## config.mk

```make
export PLATFORM = sky130hd
export DESIGN_NAME = fifo_rd_serializer
export DESIGN_NICKNAME = d
export VERILOG_FILES = /design/src/rtl/fifo_pkg.sv /design/src/rtl/fifo_rd_serializer.sv
export SDC_FILE = /design/constraint.sdc
export NUM_CORES = 1
export LEC_CHECK = 0
export ABC_AREA = 1
export BUFFER_PORTS_ARGS = -buffer_cell sky130_fd_sc_hd__buf_2
export CAP_MARGIN = 20
export CORE_MARGIN = 3
export CORE_UTILIZATION = 55
export DETAILED_ROUTE_END_ITERATION = 16
export HOLD_SLACK_MARGIN = 0.05
export PLACE_DENSITY_LB_ADDON = 0.1
export SLEW_MARGIN = 10
export SYNTH_ARGS = -nofsm -noshare
export SYNTH_HDL_FRONTEND = slang
export SYNTH_SLANG_ARGS = --single-unit
export TNS_END_PERCENT = 10
```

## constraint.sdc

```tcl
create_clock -name RCLK -period 2 [get_ports RCLK]
set_input_delay 0.4 -clock RCLK [delete_from_list [all_inputs] [get_ports RCLK]]
set_output_delay 0.4 -clock RCLK [all_outputs]
set_load 0.01 [all_outputs]
```

## src/rtl/fifo_pkg.sv

```systemverilog
// ---------------------------------------------------------------------------
// fifo_pkg
// Shared constants and types for the async FIFO read-side serializer.
//   FIFO_DSIZE      default FIFO word width (160)
//   RD_SER_OSIZE    default serializer beat width (32)
//   rd_ser_state_t  serializer FSM states (RS_IDLE / RS_SEND)
//   cnt_width()     beat counter width, never smaller than 1 bit
// ---------------------------------------------------------------------------
package fifo_pkg;

  localparam int FIFO_DSIZE   = 160;
  localparam int RD_SER_OSIZE = 32;

  typedef enum logic {
    RS_IDLE,
    RS_SEND
  } rd_ser_state_t;

  // A single-beat configuration still needs a 1-bit counter to stay legal.
  function automatic int cnt_width(input int beats);
    return (beats > 1) ? $clog2(beats) : 1;
  endfunction

endpackage

```

## src/rtl/fifo_rd_serializer.sv

```systemverilog
// ---------------------------------------------------------------------------
// fifo_rd_serializer
// Read-domain consumer of the async FIFO. Pops DSIZE-bit words from a
// first-word-fall-through read port and emits each one as DSIZE/OSIZE beats
// on a valid/ready stream, least-significant slice first. A new word is
// popped on the same cycle as the last beat's handshake, so back-to-back
// words stream without a bubble.
//
// Ports:
//   RCLK    in   read-domain clock, rising edge
//   RRST    in   synchronous active-high reset
//   RDATA   in   FIFO read data, valid while REMPTY==0
//   REMPTY  in   FIFO empty flag
//   RINC    out  FIFO pop, one pulse per consumed word
//   ODATA   out  current beat
//   OVALID  out  beat valid
//   OREADY  in   sink ready, transfer on OVALID && OREADY
//   OFIRST  out  beat 0 of a word
//   OLAST   out  final beat of a word
//   OPAR    out  even parity of ODATA (only with RD_SER_PARITY_EN)
//
// Build option: define RD_SER_PARITY_EN to add the OPAR output.
// ---------------------------------------------------------------------------
module fifo_rd_serializer
  import fifo_pkg::*;
#(
  parameter int DSIZE = FIFO_DSIZE,
  parameter int OSIZE = RD_SER_OSIZE
) (
  input  logic             RCLK,
  input  logic             RRST,
  input  logic [DSIZE-1:0] RDATA,
  input  logic             REMPTY,
  output logic             RINC,
  output logic [OSIZE-1:0] ODATA,
  output logic             OVALID,
  input  logic             OREADY,
  output logic             OFIRST,
`ifdef RD_SER_PARITY_EN
  output logic             OPAR,
`endif
  output logic             OLAST
);

  localparam int BEATS = DSIZE / OSIZE;
  localparam int CW    = cnt_width(BEATS);
  localparam logic [CW-1:0] LAST_IDX = CW'(BEATS - 1);

  // Word width must split evenly into beats; anything else is a wiring bug.
  if (DSIZE % OSIZE != 0) begin : g_bad_size
    $error("fifo_rd_serializer: DSIZE (%0d) is not a multiple of OSIZE (%0d)", DSIZE, OSIZE);
  end

  rd_ser_state_t state;
  rd_ser_state_t state_next;
  logic [CW-1:0]    cnt;
  logic [DSIZE-1:0] shreg;
  logic             pop;
  logic             handshake;
  logic             last_beat;
  logic [OSIZE-1:0] beat_data;

  // Next-state and output decode. Outputs come straight from the held word,
  // so a stalled beat stays stable for free. The pop is gated by reset so a
  // word presented during reset is left in the FIFO for the next start.
  always_comb begin
    state_next = state;
    beat_data  = '0;
    OVALID     = 1'b0;
    OFIRST     = 1'b0;
    OLAST      = 1'b0;
    last_beat  = (cnt == LAST_IDX);
    handshake  = (state == RS_SEND) && OREADY;

    if (state == RS_SEND) begin
      OVALID    = 1'b1;
      beat_data = shreg[OSIZE-1:0];
      OFIRST    = (cnt == '0);
      OLAST     = last_beat;
    end

    pop = ((state == RS_IDLE) || (handshake && last_beat)) && !REMPTY && !RRST;

    case (state)
      RS_IDLE: if (pop) state_next = RS_SEND;
      RS_SEND: if (handshake && last_beat && !pop) state_next = RS_IDLE;
      default: state_next = RS_IDLE;
    endcase

    RINC  = pop;
    ODATA = beat_data;
`ifdef RD_SER_PARITY_EN
    OPAR  = ^beat_data;
`endif
  end

  // State, beat counter and shift register. A pop always reloads the word
  // and restarts at beat 0; a mid-word handshake shifts the next slice down.
  always_ff @(posedge RCLK) begin
    if (RRST) begin
      state <= RS_IDLE;
      cnt   <= '0;
      shreg <= '0;
    end else begin
      state <= state_next;
      if (pop) begin
        shreg <= RDATA;
        cnt   <= '0;
      end else if (handshake && !last_beat) begin
        shreg <= shreg >> OSIZE;
        cnt   <= cnt + CW'(1);
      end
    end
  end

endmodule

```

# After elaboration in Yosys (flattened, before gate mapping)
# Index checks and enable logic that the tools add are counted.
# Widths: inputs -> output; s select.
dict set report op_classes {
  add_sub_neg 1
  eq_ne 1
  mux 9
  bitwise_logic 1
  n_reduce_logical 14
}
# operator count
set op_table {}
lappend op_table {{$mux 160} 2}
lappend op_table {{$mux 32} 1}
lappend op_table {{$logic_and 1x1->1} 6}
lappend op_table {{$mux 1} 5}
lappend op_table {{$logic_not 1->1} 4}
lappend op_table {{$add 3x1->3 const B} 1}
lappend op_table {{$eq 3x3->1 const B} 1}
lappend op_table {{$logic_not 3->1} 1}
lappend op_table {{$pmux 1 s2} 1}
lappend op_table {{$reduce_bool 2->1} 1}
lappend op_table {{$reduce_or 2->1} 1}
lappend op_table {{$logic_or 1x1->1} 1}
lappend op_table {{$not 1->1} 1}
dict set report totals {
  register_bits 164
  input_bits 164
  word_cells 29
}

# Depth between registers and ports, before layout
dict set report depth {
  word_depth 9
  depth_mapped 11
  mapped_depth_nobuf 9
}

# Worst setup path after synthesis
# No wires, ideal clock.
dict set report synth_timing {
  kind {register to register}
  from {register cnt[0]}
  to {register shreg[120]}
  t_arrival_ns 1.453
  required_time_ns 1.868
  path_slack_ns 0.415
  stages_incl_launch_ff 11
  cell_sequence {dfxtp_1 -> inv_1 -> ha_1 -> nand2_1 -> nand2_2 -> nor2_4 -> clkinv_2 -> buf_4 -> buf_2 -> nand3_1 -> a21oi_1}
}
dict set report synth_via {
  elab_chain_cells 6
}
# element line
set synth_rtl {}
lappend synth_rtl {{start: declaration} fifo_rd_serializer.sv:56} ;# logic [CW-1:0] cnt;
lappend synth_rtl {{start signal: assignment} fifo_rd_serializer.sv:111} ;# cnt <= cnt + CW'(1);
lappend synth_rtl {{$eq 3x3->1 *} fifo_rd_serializer.sv:72} ;# last_beat = (cnt == LAST_IDX);
lappend synth_rtl {{$logic_and 1x1->1} fifo_rd_serializer.sv:82} ;# pop = ((state == RS_IDLE) || (handshake && last_beat)) && !REMPTY && !RRST;
lappend synth_rtl {{$logic_or 1x1->1} fifo_rd_serializer.sv:82}
lappend synth_rtl {{$logic_and 1x1->1 (2 in a row)} fifo_rd_serializer.sv:82}
lappend synth_rtl {{$mux 160 or $reduce_bool 2->1 (tied branches)} -}
lappend synth_rtl {{end signal: assignment} fifo_rd_serializer.sv:110} ;# shreg <= shreg >> OSIZE;
lappend synth_rtl {{end: declaration} fifo_rd_serializer.sv:57} ;# logic [DSIZE-1:0] shreg;
# Mark *: on every way between the ends. The rest lies on a longest branch, timed or not.
# A chain may end at the register's enable or synchronous reset.

# Final worst setup path
dict set report layout_timing {
  from {register cnt[0]}
  to {output port RINC}
}
dict set report layout_via {
  elab_chain_cells 5
}
# element line
set layout_rtl {}
lappend layout_rtl {{$eq 3x3->1} fifo_rd_serializer.sv:72}
lappend layout_rtl {{$logic_and 1x1->1} fifo_rd_serializer.sv:82}
lappend layout_rtl {{$logic_or 1x1->1} fifo_rd_serializer.sv:82}
lappend layout_rtl {{$logic_and 1x1->1 (2 in a row)} fifo_rd_serializer.sv:82}
lappend layout_rtl {{end: declaration} fifo_rd_serializer.sv:34} ;# output logic RINC,
# No other way between the ends.

==> flow_metrics.tcl <==
set metrics [dict create \
    status "finished clean" \
    core_mm2 0.01537 \
    diodes 0 \
    cts.clk_slew.worst_paths_ns 0.06 \
    grt_pass1_vias 8236 \
    p_switching_uw 2196 \
    yosysSeqAreaShare_pct 37.48 \
    r2r-start "cnt[0]$_SDFFE_PP0P_" \
    n_fill_cell 1432 \
    crit_end "RINC" \
    crit_arrival_ns 1.53 \
    intPower_uw 5978 \
    place_hpwl_um 16530 \
    rsz0062_at_grt "yes" \
    cts_tree "yes" \
    yosysWarnings 0 \
    dieHeight_um 132.2 \
    start_kind "flop" \
    cpMaxStageDelayCell "dfxtp_2" \
    start_util_pct 56.99 \
    worstSetupPathType "flop to output pin" \
    vias 9339 \
    fin_area_mm2 0.01057 \
    hold_buffers 0 \
    pwr-share-comb_pct 15.3 \
    p_clk_share_pct 40.7 \
    rr_worst_depth 10 \
    synth_edf_count 0 \
    crit_chain "inv_1, ha_2, nand2_1, nand2_2, nand4_4, inv_2, buf_2" \
    worst_pin_slew_ns 0.5850 \
    nets 1675 \
    critPathMaxFanout 3 \
    cp.depth 7 \
    dpl_cell_area_mm2 0.009884 \
    cts_sinks 164 \
    final.period_utilization_pct 96.33 \
    powerDensity_mw_per_mm2 773.6 \
    rows 45 \
    synth_top_area_share_pct 37.48 \
    grt_usage_pct 27.81 \
    syn_nets 1547 \
    syn_avg_cell_area_um2 6.343 \
    grt_antenna_before_repair 0 \
    hold_violations 0 \
    syn_inst 1381 \
    area_growth_pct 20.61 \
    swShare_pct 26.86 \
    worstReg2RegEnd "shreg[112]$_SDFFE_PP0P_" \
    drt-total-wl_um 25530 \
    netlist_top_cells_area "dfxtp_1 (37%), nand2_1 (21%), nand4_1 (9.1%), a21oi_1 (7.5%), nand3_1 (7.4%)" \
    pre_cts_ws_ns 0.1342 \
    cts-buffers-inserted 17 \
    max_freq_mhz 519.1 \
    ys_top_cells_by_count "nand2_1 (495), inv_1 (167), dfxtp_1 (164)" \
    drtIter0Drc 976 \
    ant_nets 0 \
    die_w_um 132.2 \
    crit_start "cnt[0]$_SDFFE_PP0P_" \
    critPathTopFamily "flip-flops" \
    p_leak_uw 0.005436 \
    setup.worst_path.end_class "output pin" \
    cts_buffer_depth 2 \
    drv_slew 0 \
    max_slew_margin_pct 61.00 \
    gp_congestion 0.8467 \
    finalCriticalPeriod_ns 1.927 \
    grt_overflow 0 \
    yosysMostFrequentCell "nand2_1" \
    wl_per_cell_um 14.73 \
    pwr-share-seq_pct 44.0 \
    die_area_mm2 0.01748 \
    final-setup-viol-count 0 \
    via_per_inst 5.389 \
    async_flop_share_pct 0 \
    clk_latency_ns 0.42 \
    synth_top_area_cell "dfxtp_1" \
    grt_max_degree 129 \
    setup_slack_ns 0.07341 \
    synth.distinct_cells 21 \
    grt_first_pass_wirelength_um 40850 \
    synth_flop_cell "dfxtp_1" \
    ys_seq_elements 164 \
    min_path_type "primary input to flop" \
    drive_above_1_share_pct 18.00 \
    cts-htree-levels 4 \
    rrSetupSlack_ns 0.16 \
    path_buf_inv 3 \
    ir_drop_mv 0.6283 \
    synth_area_mm2 0.008760 \
    maxCapViolations 0 \
    cp_slowest_stage_delay_ns 0.33 \
    numPortBuffers 199 \
    first_pass_iters 5 \
    drc_errors 0 \
    cp.required_ns 1.60 \
    fin_skew_ns 0.008672 \
    cts-root-buf "clkbuf_16" \
    io_pins 200 \
]
-- cells by family (layout without fill, tap and decap cells) --
family / count (synthesis) / count (layout) / synth area share [%]
AND/OR/NAND/NOR: 758 / 758 / 38.24
AO/OA/AOI/OAI: 163 / 163 / 9.313
flip-flops: 164 / 164 / 37.48
adder cells (fa/ha/maj): 2 / 2 / 0.2856
buffers and inverters: 294 / 435 / 14.68
-- flip-flops by register name, indices dropped and copies added (netlist names) --
signal	cells
state	1
cnt	3
shreg	160
-- power by group through the flow --
stage / Sequential [µW] / Clock, µW / Combinational (µW)
final: 3600 / 3330 / 1250
after global routing: 3610 / 3480 / 1400
after CTS: 3590 / 3340 / 1220
after detailed placement: 3660 / 0 / 1210
after global placement: 3660 / 0 / 1200
after floorplan: 3620 / 0 / 802
-- layout by cell type, fill, tap and decap left out --
| cell | netlist | final |
|---|---|---|
| nand4_1 | 128 | 128 |
| nand2_2 | 1 | 1 |
| dfxtp_2 | 0 | 1 |
| o21ai_0 | 30 | 30 |
| clkbuf_8 | 0 | 2 |
| buf_6 | 10 | 3 |
| nand3_1 | 129 | 129 |
| inv_1 | 167 | 165 |
| nand4_4 | 0 | 1 |
| clkinv_2 | 1 | 7 |
| buf_12 | 0 | 18 |
| clkinvlp_4 | 0 | 1 |
| a21oi_1 | 131 | 131 |
| nand3b_1 | 1 | 1 |
| inv_2 | 1 | 1 |
| dfxtp_1 | 164 | 163 |
| nor2_1 | 2 | 2 |
| nand2_4 | 0 | 1 |
| buf_2 | 49 | 198 |
| ha_2 | 0 | 1 |
| clkbuf_1 | 48 | 2 |
| o21ai_1 | 2 | 2 |
| buf_16 | 0 | 2 |
| clkbuf_16 | 0 | 19 |
| buf_4 | 12 | 11 |
| nand2_1 | 495 | 494 |
| nor2_4 | 1 | 1 |
| ha_1 | 2 | 1 |
| inv_4 | 0 | 3 |
| bufinv_16 | 0 | 3 |
-- worst min-delay path by stage --
| stage | startpoint | endpoint | cells past startpoint |
|---|---|---|---|
| 2_1_floorplan | shreg[128]$_SDFFE_PP0P_ | shreg[128]$_SDFFE_PP0P_ | 2 |
| 3_3_place_gp | shreg[128]$_SDFFE_PP0P_ | shreg[128]$_SDFFE_PP0P_ | 2 |
| 3_5_place_dp | shreg[134]$_SDFFE_PP0P_ | shreg[134]$_SDFFE_PP0P_ | 2 |
| 4_1_cts | RDATA[141] | shreg[141]$_SDFFE_PP0P_ | 3 |
| 5_1_grt | RDATA[152] | shreg[152]$_SDFFE_PP0P_ | 3 |
| 6_report | RDATA[141] | shreg[141]$_SDFFE_PP0P_ | 3 |
-- tightest hold or removal path, delay by kind of cell --
family          cells  cell delay [ns]
compound gates      1             0.05
buf+inv             1             0.07
simple gates        1             0.04
-- layer usage --
metal  wire (µm)  global-route usage (%)
met1       11410                   40.51
met4         375                   6.928
met2       11840                   43.19
met5           0                       0
met3        1908                   4.618
-- what timing repair did --
item,in CTS,in global routing
setup endpoints to repair,3,48
gates resized for setup,1,7
setup buffers,1,0
gates cloned,0,2
-- final cells by class --
| class | count | area, µm² | share of cell area (%) |
|---|---|---|---|
| clock buffers | 21 | 460.4 | 4.358 |
| flip-flops and latches | 164 | 3284 | 31.09 |
| repair buffers | 234 | 1573 | 14.89 |
| clock inverters | 11 | 132.6 | 1.255 |
| multi-input cells | 923 | 4209 | 39.84 |
| inverters | 169 | 641.9 | 6.075 |
| well taps | 211 | 264.0 | 2.499 |
-- through the flow --
stage / hold WS, ns / util, % / TNS [ns] / cells / total power (µW)
2_1_floorplan: 0.4365 / - / 0 / 1381 / 4426
3_3_place_gp: 0.4469 / 64.31 / 0 / 1698 / 4854
3_5_place_dp: 0.4542 / 64.31 / 0 / 1698 / 4874
4_1_cts: 0.1617 / 68.24 / 0 / 1731 / 8159
5_1_grt: 0.1811 / 68.73 / -0.05579 / 1733 / 8496
6_report: 0.1736 / 68.73 / 0 / 1733 / 8173
(Power assumes the default switching activity.)
